### src/rtl/mac_array_if.sv
// rtl/mac_array_if.sv - operand/result handshake bundle for mac_array
interface mac_array_if #(
  parameter int DATA_WIDTH = 8,
  parameter int LANES      = 8,
  parameter int ACC_WIDTH  = 3*DATA_WIDTH
) ();
  logic                        in_valid;
  logic                        in_ready;
  logic [LANES*DATA_WIDTH-1:0] a_in;
  logic [LANES*DATA_WIDTH-1:0] b_in;
  logic                        out_valid;
  logic                        out_ready;
  logic [LANES*ACC_WIDTH-1:0]  acc_out;
  logic [LANES-1:0]            ovf;

  modport master (
    output in_valid, a_in, b_in, out_ready,
    input  in_ready, out_valid, acc_out, ovf
  );

  modport slave (
    input  in_valid, a_in, b_in, out_ready,
    output in_ready, out_valid, acc_out, ovf
  );
endinterface

### src/rtl/mac_array.sv
// rtl/mac_array.sv - LANES-wide pipelined multiply-accumulate dot-product engine
// Optional MAC_SATURATE_EN: clamp accumulators on overflow instead of wrapping.
module mac_array #(
  parameter int DATA_WIDTH = 8,
  parameter int LANES      = 8,
  parameter int ACC_WIDTH  = 3*DATA_WIDTH,
  parameter int VEC_LEN    = 8
) (
  input  logic        clk,
  input  logic        rst_n,
  input  logic        clr,
  mac_array_if.slave  bus
);
  localparam int CNT_W = (VEC_LEN > 1) ? $clog2(VEC_LEN) : 1;
  localparam int PW    = 2*DATA_WIDTH;

  typedef enum logic [1:0] {ACCUM, DRAIN, DONE} state_t;

  state_t               state, state_n;
  logic [CNT_W-1:0]     count, count_n;
  logic                 accept;
  logic                 consume;
  logic                 last_beat;
  logic                 prod_vld;
  logic [PW-1:0]        prod   [LANES];
  logic [PW-1:0]        prod_n [LANES];
  logic [ACC_WIDTH-1:0] acc    [LANES];
  logic [ACC_WIDTH:0]   sum    [LANES];
  logic [LANES-1:0]     ovf_r;

  assign bus.in_ready  = (state == ACCUM);
  assign bus.out_valid = (state == DONE);
  assign bus.ovf       = ovf_r;

  assign accept    = bus.in_valid && (state == ACCUM);
  assign consume   = bus.out_ready && (state == DONE);
  assign last_beat = (count == CNT_W'(VEC_LEN-1));

  // The extra sum bit is the carry out of the accumulator, i.e. the overflow.
  for (genvar g = 0; g < LANES; g++) begin : g_lane
    assign prod_n[g] = PW'(bus.a_in[g*DATA_WIDTH +: DATA_WIDTH])
                     * PW'(bus.b_in[g*DATA_WIDTH +: DATA_WIDTH]);
    assign sum[g]    = {1'b0, acc[g]} + (ACC_WIDTH+1)'(prod[g]);
    assign bus.acc_out[g*ACC_WIDTH +: ACC_WIDTH] = acc[g];
  end

  always_comb begin
    state_n = state;
    count_n = count;
    case (state)
      ACCUM: begin
        if (accept) begin
          if (last_beat) begin
            state_n = DRAIN;
            count_n = '0;
          end else begin
            count_n = count + CNT_W'(1);
          end
        end
      end
      DRAIN:   state_n = DONE;
      DONE:    if (bus.out_ready) state_n = ACCUM;
      default: state_n = ACCUM;
    endcase
  end

  always_ff @(posedge clk or negedge rst_n) begin
    if (!rst_n) begin
      state <= ACCUM;
      count <= '0;
    end else if (clr) begin
      state <= ACCUM;
      count <= '0;
    end else begin
      state <= state_n;
      count <= count_n;
    end
  end

  // DRAIN exists so the last product lands in acc before out_valid rises.
  always_ff @(posedge clk or negedge rst_n) begin
    if (!rst_n) begin
      prod_vld <= 1'b0;
      ovf_r    <= '0;
      for (int i = 0; i < LANES; i++) begin
        prod[i] <= '0;
        acc[i]  <= '0;
      end
    end else if (clr) begin
      prod_vld <= 1'b0;
      ovf_r    <= '0;
      for (int i = 0; i < LANES; i++) begin
        prod[i] <= '0;
        acc[i]  <= '0;
      end
    end else begin
      prod_vld <= accept;
      for (int i = 0; i < LANES; i++) begin
        if (accept) prod[i] <= prod_n[i];
        if (consume) begin
          acc[i]   <= '0;
          ovf_r[i] <= 1'b0;
        end else if (prod_vld) begin
          ovf_r[i] <= ovf_r[i] | sum[i][ACC_WIDTH];
`ifdef MAC_SATURATE_EN
          if (sum[i][ACC_WIDTH] || ovf_r[i]) acc[i] <= '1;
          else                               acc[i] <= sum[i][ACC_WIDTH-1:0];
`else
          acc[i] <= sum[i][ACC_WIDTH-1:0];
`endif
        end
      end
    end
  end
endmodule

### src/flat_wrapper.sv
// flat-port wrapper written by rule: the top's interface ports become plain ports
module mac_array_flat 
#(
  parameter int DATA_WIDTH = 8,
  parameter int LANES      = 8,
  parameter int ACC_WIDTH  = 3*DATA_WIDTH,
  parameter int VEC_LEN    = 8
)
  (clk, rst_n, clr, bus_in_valid, bus_a_in, bus_b_in, bus_out_ready, bus_in_ready, bus_out_valid, bus_acc_out, bus_ovf);
  mac_array_if #(.DATA_WIDTH(DATA_WIDTH), .LANES(LANES), .ACC_WIDTH(ACC_WIDTH)) bus_i ();
  input  logic clk;
  input  logic rst_n;
  input  logic clr;
  input wire logic [$bits(bus_i.in_valid)-1:0] bus_in_valid;
  input wire logic [$bits(bus_i.a_in)-1:0] bus_a_in;
  input wire logic [$bits(bus_i.b_in)-1:0] bus_b_in;
  input wire logic [$bits(bus_i.out_ready)-1:0] bus_out_ready;
  output wire logic [$bits(bus_i.in_ready)-1:0] bus_in_ready;
  output wire logic [$bits(bus_i.out_valid)-1:0] bus_out_valid;
  output wire logic [$bits(bus_i.acc_out)-1:0] bus_acc_out;
  output wire logic [$bits(bus_i.ovf)-1:0] bus_ovf;
  assign bus_i.in_valid = bus_in_valid;
  assign bus_i.a_in = bus_a_in;
  assign bus_i.b_in = bus_b_in;
  assign bus_i.out_ready = bus_out_ready;
  assign bus_in_ready = bus_i.in_ready;
  assign bus_out_valid = bus_i.out_valid;
  assign bus_acc_out = bus_i.acc_out;
  assign bus_ovf = bus_i.ovf;
  mac_array #(.DATA_WIDTH(DATA_WIDTH), .LANES(LANES), .ACC_WIDTH(ACC_WIDTH), .VEC_LEN(VEC_LEN)) u_core (.clk(clk), .rst_n(rst_n), .clr(clr), .bus(bus_i));
endmodule
### config.mk
export PLATFORM = sky130hd
export DESIGN_NAME = mac_array_flat
export DESIGN_NICKNAME = d
export VERILOG_FILES = /design/src/rtl/mac_array_if.sv /design/src/rtl/mac_array.sv /design/src/flat_wrapper.sv
export SDC_FILE = /design/constraint.sdc
export NUM_CORES = 2
export LEC_CHECK = 0
export ABC_CLOCK_PERIOD_IN_PS = 3650
export CORE_MARGIN = 2
export CORE_UTILIZATION = 50
export CTS_BUF_LIST = sky130_fd_sc_hd__clkbuf_8
export DETAILED_ROUTE_END_ITERATION = 8
export PLACE_DENSITY = 0.71
export SKIP_LAST_GASP = 1
export SYNTH_ARGS = -nofsm -noshare
export SYNTH_HDL_FRONTEND = slang
export SYNTH_SLANG_ARGS = --single-unit
### constraint.sdc
create_clock -name clk -period 3.65 [get_ports clk]
set_input_delay 1.095 -clock clk [delete_from_list [all_inputs] [get_ports clk]]
set_output_delay 1.095 -clock clk [all_outputs]
set_load 0.01 [all_outputs]
==> metrics.md <==
| Metric | Value |
|---|---|
| Result of the run | `finished with violations` |
| Violated checks | `negative setup slack` |
| Cell area after synthesis | `35400 um2` |
| Min Tclk post-route | `about 4.5 ns` |
| Vias per cell | `roughly 5.4` |
| Vias in the first global route | `31000` |
| Number of violations of the max-capacitance limit | `0` |
| Clock buffers created by TritonCTS | `69` |
| Number of buffer and inverter instances along the worst setup path | `3` |
| Post-synth EDFFs | `0` |
| Port Buffers | `around 330` |
| Headroom to the max-slew limit | `26.7%` |
| Routability congestion estimate from global placement | `0.874` |
| Area of the multi-input gates | `27100 um2` |
| Proportion of layout cells with a drive suffix above 1 | `23.2%` |
| FFs w/ async S/R, synth | `100%` |
| CP startpoint kind | `primary input` |
| Antenna violations before repair | `0` |
| Number of pins with negative max-slew slack in the final report | `0` |
| Count of nets left with antenna violations after detail routing | `0` |
| Type of destination of the critical path | `flip-flop` |
| Clock tree from TritonCTS | `yes` |
| Yosys reg bits | `334` |
| Register Area | `8360 um2` |
| Clock insertion delay at the later pin of the skew report | `0.65 ns` |
| Cell at the root of the clock tree | `clkbuf_8` |
| Clock input transition at the sequential cells of the worst setup and hold paths | `0.06 ns` |
| Kind of cell with the highest combined delay on the critical path | `adder cells` |
| Detailed router's first-iteration violation count | `1519` |
| Most used cell, CP | `fa_1` |
| Hold buffers post-CTS | `0` |
| Final Instance Area | `between 40000 and 50000 um2` |
| Arrival time at the worst endpoint | `4.99 ns` |
| Max rail drop VDD | `a little over 0.0003 V` |
| Total wire length after detailed routing | `96900 um` |
| Commonest register cell after synthesis | `dfrtp_1` |
| DR WL/cell | `17.1 um` |
| Starting Density | `roughly half` |
| Horizontal extent of the die | `270 um` |
| Total Routing Usage GR | `a little over a quarter` |
| Worst setup path class | `primary input to flip-flop` |
| Setup slack on the worst flop-to-flop path | `around 0.38 ns` |
| Y dimension of the die | `270 um` |
| Area of the die | `72900 um2` |
| Clock sink total | `334` |
| Critical path origin | `bus_a_in[23]` |
| Worst path required time | `4.15 ns` |
| Layout filler cell count | `5688` |
| Number of instances in the synthesized netlist | `3912` |
| Overflow after GRT | `0` |
| Slowest library cell on the worst path | `fa_1` |
| Yosys warns | `0` |
| Area growth from synthesis to final layout | `31.8%` |
| Core area | `between 70000 and 80000 um2` |
| Netlist cell types | `69` |
| Total Nets Final | `5524` |
| CP cell instances | `buf_8 > and2_4 > fa_1 > fa_1 > fa_1 > inv_2 > fa_1 > inv_2 > ha_4 > a21oi_4 > nand3b_1 > o21ai_2 > a311o_1 > o2111ai_1 > nand4_1 > a41oi_2 > nor3_1` |
| Half-perimeter wire length after placement | `73900 um` |
| RSZ-0062 raised after global routing | `true` |
| Detailed-route via count | `between 30000 and 40000` |
| Maximum root-to-sink buffer count | `3` |
| DRC violation count after routing | `0` |
| Max Clock Freq | `223 MHz` |
| Maximum fanout along the worst path | `3` |
| Count of H-tree levels built during CTS | `3` |
| Cell area after placement | `43500 um2` |
| I/O pin count | `between 300 and 400` |
| First-pass GRT wire length | `158000 um` |
| Slew @ Worst Pin | `1.09 ns` |
| Number of optimization iterations in the first detailed-route pass | `5` |
| Clock Skews | `approximately 0.033 ns` |
| Number of cell instances on the worst register-to-register path | `10` |
| Syn nets | `4759` |
| Setup WS post-layout | `-0.836 ns` |
| Pin count of the biggest net entering global routing | `133` |
| Leakage | `23.2 nW` |
| Worst R2R Start | `u_core.bus.acc_out[96]$_DFFE_PN0P_` |
| Final-report setup violation count | `73` |
| Synth Area per Inst | `9.04 um2` |
| Critical path's largest stage delay | `0.56 ns` |
| Final hold violation count | `0` |
| Share of synthesized area occupied by flip-flops and latches | `a little under a quarter` |
| RR Endpoint | `u_core.bus.acc_out[116]$_DFFE_PN0P_` |
| Final clock period utilization by the worst path | `123%` |
| Post-Route Utilization | `66.5%` |
| Power per unit of standard cell area | `about 480 nW/um2` |
| Kind of path behind the tightest hold check | `primary input to asynchronous set/reset pin` |
| Cell row count | `97` |
-- sequential cells by signal, indices dropped and copies added, names as in the netlist --
register / flops
u_core.bus.ovf: 8
u_core.count: 3
u_core.prod_vld: 1
u_core.prod: 128
u_core.state: 2
u_core.bus.acc_out: 192
-- per-layer routing --
metal	wire length [um]	GRT usage [%]	vias up
li1	-	-	14600
met3	4770	3.94	167
met4	3180	8.73	0
met2	47800	46.0	630
met1	41200	33.9	15000
met5	0	0	-
-- report_power, final --
group          leakage [nW]  internal [mW]  total [mW]  switching [mW]
clock network         0.750           2.06        3.86            1.80
logic                  17.9           7.23        14.1            6.82
registers              4.56           4.16        4.54           0.381
total                  23.2           13.5        22.5            9.00
-- worst register-to-register path: stages (launching register included) --
cell	delay [ns]
dfrtp_1	0.40
ha_1	0.23
fa_1	0.42
a21o_1	0.22
a31oi_1	0.27
a221oi_1	0.18
o41ai_1	0.46
o21ai_1	0.44
nand4_1	0.27
xor2_1	0.16
nor2_1	0.06
-- stage by stage --
stage | power, mW | TNS (ns) | worst slack [ns] | hold slack [ns] | instances
floorplan | 12.8 | -50.21 | -1.14 | 0.470 | 3912
finish | 22.5 | -33.01 | -0.836 | 0.446 | 5665
detailed placement | 16.8 | -132.11 | -1.92 | 0.489 | 5489
global route | 24.3 | -40.77 | -0.945 | 0.459 | 5664
global placement | 16.5 | -128.15 | -1.86 | 0.480 | 5489
CTS | 21.6 | -33.80 | -0.907 | 0.423 | 5651
-- how the worst max path moves through the flow --
stage | to | slack, ns | cells after the start
after CTS | u_core.prod[46]$_DFFE_PN0P_ | -0.91 | 19
after global placement | u_core.prod[110]$_DFFE_PN0P_ | -1.86 | 18
after floorplan | u_core.prod[110]$_DFFE_PN0P_ | -1.14 | 16
after global routing | u_core.prod[95]$_DFFE_PN0P_ | -0.95 | 17
final | u_core.prod[95]$_DFFE_PN0P_ | -0.84 | 17
after detailed placement | u_core.prod[111]$_DFFE_PN0P_ | -1.92 | 17
-- synth_stat cells (30+ instances only) --
cell      count  area share, %
nand2_1     432            4.6
clkbuf_1     79           0.84
mux2i_1      63            1.8
o21ai_0      94            1.3
nand3_1      51           0.72
xnor2_1     136            3.4
o21a_1       33           0.70
a211oi_1     45           0.96
a21oi_1     267            3.8
and3_1       30           0.53
xor2_1       92            2.3
dfrtp_1     334             24
nor2_1      251            2.7
and2_1      413            7.3
a21o_1       88            1.9
o21ai_1      30           0.42
ha_1        418             15
inv_1       423            4.5
fa_1        296             17
-- timing repair --
item | in CTS | in global routing
resized for setup | 681 | 280
pin swaps | 289 | 266
buffers inserted | 56 | 30
endpoints found under the setup margin | 88 | 78
hold endpoints to repair | 0 | 0
-- kinds of logic after synthesis --
kind of cell / share of synthesized area, %
adders and majority gates: 31.5
buffers and inverters: 5.47
and+or+nand+nor: 18.6
DFF: 23.6
muxes: 1.78
xor gates and xnor gates: 5.65
AOI/OAI and AO/OA: 13.4
-- cell type report --
class	instances	area share, %
multi-input combinational	3063	58.1
sequential	334	17.9
timing repair buffer	786	15.2
inverter	423	3.41
tap	940	2.52
clock buffer	83	2.45
clock inverter	35	0.368
antenna	1	0.00537
-- cell usage in the layout, fill, tap and decap left out, types with 36 or more instances in the layout --
cell type,Yosys,routed
a211oi_1,45,40
a21o_1,88,87
a21oi_1,267,207
a21oi_2,2,52
and2_1,413,309
and2_4,0,104
buf_4,0,374
buf_6,0,115
clkbuf_8,0,83
clkdlybuf4s50_1,0,204
dfrtp_1,334,333
fa_1,296,260
fa_2,0,36
ha_1,418,365
ha_4,0,49
inv_1,423,383
inv_2,0,58
mux2i_1,63,63
nand2_1,432,408
nand3_1,51,50
nor2_1,251,246
o21ai_0,94,80
xnor2_1,136,123
xor2_1,92,88
No activity file was read; power rests on OpenSTA's default activity.
